`config.mk`:
```
export PLATFORM = sky130hd
export DESIGN_NAME = debruijn_visit_map
export DESIGN_NICKNAME = d
export VERILOG_FILES = /design/src/rtl/debruijn_pkg.sv /design/src/rtl/debruijn_visit_map.sv
export SDC_FILE = /design/constraint.sdc
export NUM_CORES = 1
export LEC_CHECK = 0
export ABC_CLOCK_PERIOD_IN_PS = 1600
export CORE_MARGIN = 2
export CORE_UTILIZATION = 50
export CTS_BUF_LIST = sky130_fd_sc_hd__clkbuf_2
export DETAILED_ROUTE_END_ITERATION = 10
export DONT_BUFFER_PORTS = 1
export PLACE_DENSITY = 0.7
export SLEW_MARGIN = 10
export SYNTH_ARGS = -nofsm -noshare
export SYNTH_HDL_FRONTEND = slang
export SYNTH_SLANG_ARGS = --single-unit
```
`constraint.sdc`:
```
create_clock -name clk -period 1.6 [get_ports clk]
set_input_delay 0.32 -clock clk [delete_from_list [all_inputs] [get_ports clk]]
set_output_delay 0.32 -clock clk [all_outputs]
set_load 0.03 [all_outputs]
```
`src/rtl/debruijn_pkg.sv`:
```
// debruijn_pkg: shared constants, FSM state type and generator feedback
// function for the 4-bit de Bruijn sequence checker.
package debruijn_pkg;

  localparam int unsigned DB_W      = 4;
  localparam int unsigned DB_PERIOD = 16;

  typedef enum logic {
    ST_IDLE = 1'b0,
    ST_RUN  = 1'b1
  } db_state_e;

  // Generator feedback: shift right, new bit 3 = s1 ^ s0 ^ ~(s3|s2|s1).
  // The NOR term inserts the all-zero state into the 15-state LFSR cycle.
  function automatic logic [DB_W-1:0] db_next(input logic [DB_W-1:0] s);
    return {s[1] ^ s[0] ^ ~(s[3] | s[2] | s[1]), s[3:1]};
  endfunction

endpackage

```
`src/rtl/debruijn_visit_map.sv`:
```
// debruijn_visit_map: 16-entry visited-state bitmap.
// Ports:
//   clk, rst  - clock, synchronous active-high reset (clears the map)
//   clear     - clear the whole map this cycle
//   set_en    - set bit[set_idx] this cycle (applied after clear)
//   set_idx   - index to mark as visited
//   test_idx  - index to look up
//   test_hit  - registered bit[test_idx]
//   all_set   - every state has been visited
module debruijn_visit_map
  import debruijn_pkg::*;
(
  input  logic            clk,
  input  logic            rst,
  input  logic            clear,
  input  logic            set_en,
  input  logic [DB_W-1:0] set_idx,
  input  logic [DB_W-1:0] test_idx,
  output logic            test_hit,
  output logic            all_set
);

  logic [DB_PERIOD-1:0] map_q;
  logic [DB_PERIOD-1:0] map_d;

  always_comb begin
    map_d = map_q;
    if (clear) begin
      map_d = '0;
    end
    if (set_en) begin
      map_d[set_idx] = 1'b1;
    end
  end

  always_ff @(posedge clk) begin
    if (rst) begin
      map_q <= '0;
    end else begin
      map_q <= map_d;
    end
  end

  assign test_hit = map_q[test_idx];
  assign all_set  = &map_q;

endmodule

```
======== Yosys cells after proc, flatten, opt, wreduce, memory -nomap -nowiden ========
Cells that the tools add are included.
word-level totals
  register bits after elaboration ......... 16
  bits of input ports ..................... 12
  output and inout port bits .............. 2
  logic and storage cells ................. 13
operators by class
  order comparisons ....................... 3
  mux-type cells .......................... 6
  bitwise operators ....................... 1
  reduce and logical (&&, ||, !) cells .... 2
operators with widths
  kind                                                                           count
  16-bit 2-to-1 mux                                                              2
  16-bit OR                                                                      1
  16-bit AND reduction                                                           1
  4-bit by 5-bit less-than comparator with 1-bit output (second input constant)  2
  1-bit binary-select mux with 4-bit select                                      1
  1-bit demux with 4-bit select                                                  1
  4-bit by 1-bit >= comparator with 1-bit output (second input constant)         1
  1-bit 2-to-1 mux                                                               2
  1-bit logical AND                                                              1

======== Depth between registers and ports, before layout ========
  depth after elaboration ................. 6
  mapped depth ............................ 4
  gate-level depth less buffers ........... 3

======== Worst setup path after synthesis ========
No wires, ideal clock.
  path type ............................... register -> output
  from .................................... reg map_q[15]
  to ...................................... out all_set
  data arrival time ....................... 1.417 ns
  data required time ...................... 1.280 ns
  setup slack ............................. -0.137 ns
  stages on the path, launching flop included .. 3
  path buffers ............................ 0
  path through ............................ dfxtp_1 -> nand4_1 -> nor4_1
on the way
  longest elaborated chain between the ends .. 1
ends and longest elaborated chain
  what                    RTL line                  text
  start, declared         debruijn_visit_map.sv:23  logic [DB_PERIOD-1:0] map_q;
  start signal, assigned  debruijn_visit_map.sv:40  map_q <= map_d;
  16-bit AND reduction    debruijn_visit_map.sv:45  assign all_set = &map_q;
  end, declared           debruijn_visit_map.sv:20  output logic all_set
Every way passes these cells.

======== Final worst setup path ========
  from .................................... reg map_q[2]
  to ...................................... out test_hit
on the way
  longest elaborated chain between the ends .. 2
ends and longest elaborated chain
  what                                       RTL line                  text
  1-bit binary-select mux with 4-bit select  debruijn_visit_map.sv:44  assign test_hit = map_q[test_idx];
  1-bit 2-to-1 mux (not written as such)     debruijn_visit_map.sv:44
  end, declared                              debruijn_visit_map.sv:19  output logic test_hit,
Every way passes these cells. The select of a mux whose other input is x is not followed.

==> flow_summary.ini <==
[run_status]
status = complete, but fails checks
violations = setup timing

[setup_path]
criticalPathCategory = flop to primary output
crit_fanout = 3
critPathCaptureType = primary output
cp.arrival_ps = 1500
cp-start-kind = flop
cp.required_ps = 1280

[die]
rows = 13
start_util = 0.5507
die-area_mm2 = 0.001791
die_h_um = 42.33
die_w_um = 42.33
core_area_mm2 = 0.001334
io_pins = 14

[route]
dr.pass1.iters = 4
drtIter0Drc = 35
viasPerCell = 6.317
wirelength_mm = 1.785
drc = 0
ant_nets = 0
vias = 657
avgRoutedWirePerCell_um = 17.16

[cells_and_area]
nets = 103
largest_reg_flops = 16
finalInstanceArea_um2 = 917.1
stdcell_count = 104
drive_gt1_frac = 0.4607
top_register = map_q
largestRegisters = map_q x16
diodes = 0
final_core_util = 0.6876
area_growth_syn_to_layout_pct = 24.87

[placed_design]
place_hpwl_mm = 1.159
gp_congestion = 0.8096
port_buffers = 0
place_inst = 91
dpl-instance-area_um2 = 808.3
post-place-ws_ps = 33.60

[synthesis]
synth_cell_type_count = 14
ys_seq_area_frac = 0.4361
synthCells = 71
synth_nets = 83
syn_avg_cell_area_um2 = 10.34
synth-seq-cells = 16
yosysWarnings = 0
netlist_area_um2 = 734.5

[clock_network]
clkLatencyLatePin_ps = 300
clk_pin_slew_ps = 150
clock_sinks = 16
cts_root_buf = clkbuf_2
cts_tree = built
cts_made_buffers = 3
cts_buffer_depth = 2
cts.htree.levels = 1
cts_hold_buf = 0

[flow_run]
cap_violations = 0

[global_routing]
overflow = 0
globalRouteTotalUtil = 0.2149
first_global_vias = 610
grt_start_max_net_pins = 17
grt_pass1_wl_mm = 2.877
antenna_found_initial = 0

[timing]
finalCritPeriodShare = 1.140
slew_headroom = 0.6239
hold_viol_final = 0
period_needed_ps = 1824
fin_worst_skew_ps = 0
grt_setup_unrepaired = yes
drv_slew = 0
worst_pin_slew_ps = 562.9
fin_ws_ps = -223.9
setup_viol = 2
fmax_mhz = 548.3

[min_path]
hold_class = input port to flop

[pwr]
power_density_mw_per_mm2 = 694.5
cellLeakagePower_uw = 0.0003689
fin_total_pwr_uw = 637.0
peakVddDrop_mv = 0.4701
critical path, stage by stage, from the launching register on:
cell and delay, ps:
dfxtp_2 370, mux4_2 450, mux2i_1 130, mux2i_1 80, buf_4 170
layout by cell type (no fill, tap or decap), drive strengths merged:
| master | synthesis | layout |
|---|---|---|
| and3 | 1 | 1 |
| buf | 0 | 18 |
| nor2 | 17 | 17 |
| nand4 | 4 | 4 |
| mux4 | 4 | 4 |
| inv | 1 | 1 |
| a32oi | 4 | 4 |
| nor2b | 2 | 2 |
| nor3b | 1 | 1 |
| clkbuf | 3 | 3 |
| nor4 | 1 | 1 |
| a22oi | 12 | 12 |
| mux2i | 3 | 3 |
| dfxtp | 16 | 16 |
| and3b | 2 | 2 |
cell families (layout without fill, tap and decap cells):
group / Yosys count / in the layout / synth area share
AND/OR/NAND/NOR: 28 / 28 / 0.1891
AO/OA/AOI/OAI: 16 / 16 / 0.1704
flip-flops: 16 / 16 / 0.4361
multiplexers: 7 / 7 / 0.1840
buffers and inverters: 4 / 22 / 0.02044
routing by layer:
layer	track usage	wire [µm]	up-vias
li1	-	-	313
met5	0	0	-
met1	0.2838	819	311
met4	0.1063	30	0
met2	0.3169	801	28
met3	0.06466	134	5
report_power, final:
group | leakage [µW] | switching (µW) | internal [µW] | total, µW
combinational | 0.000220 | 25.0 | 27.2 | 52.2
clock | 0.0000125 | 125 | 51.1 | 176
sequential | 0.000137 | 3.93 | 405 | 409
final timing paths:
| path | from | end | slack (ps) | cells after the start |
|---|---|---|---|---|
| setup / recovery | map_q[2] | test_hit | -220 | 4 |
| hold / removal | rst | map_q[5] | 50 | 1 |
| setup reg to reg | map_q[12] | map_q[12] | 620 | 5 |
| hold reg to reg | map_q[11] | map_q[11] | 550 | 2 |
cell usage after synthesis:
master	count	share of area
nor2_1	17	0.087
dfxtp_1	16	0.44
a22oi_1	12	0.12
a32oi_1	4	0.048
mux4_1	4	0.14
nand4_1	4	0.034
clkbuf_1	3	0.015
mux2i_1	3	0.041
and3b_1	2	0.024
nor2b_1	2	0.017
and3_1	1	0.0085
inv_1	1	0.0051
nor3b_1	1	0.010
nor4_1	1	0.0085
repair_timing:
action / CTS / global route
endpoints found under the setup margin: 2 / 2
setup buffers: 9 / 1
pin swaps: 2 / 2
gates resized for setup: 20 / 3
cell type report:
type | count | area [µm²]
Timing Repair Buffer | 18 | 150.1
Inverter | 1 | 3.754
Fill cell | 107 | 416.7
Clock buffer | 3 | 15.01
Multi-Input combinational cell | 51 | 390.4
Tap cell | 15 | 18.77
Sequential cell | 16 | 339.1
stage by stage:
| step | setup TNS (ps) | hold slack, ps |
|---|---|---|
| finish | -315.0 | 54.81 |
| global route | -450.4 | 52.90 |
| CTS | -283.7 | 70.38 |
| detailed placement | 0 | 396.7 |
| global placement | 0 | 393.9 |
| floorplan | 0 | 464.1 |
No activity file was read; power rests on OpenSTA's default activity.
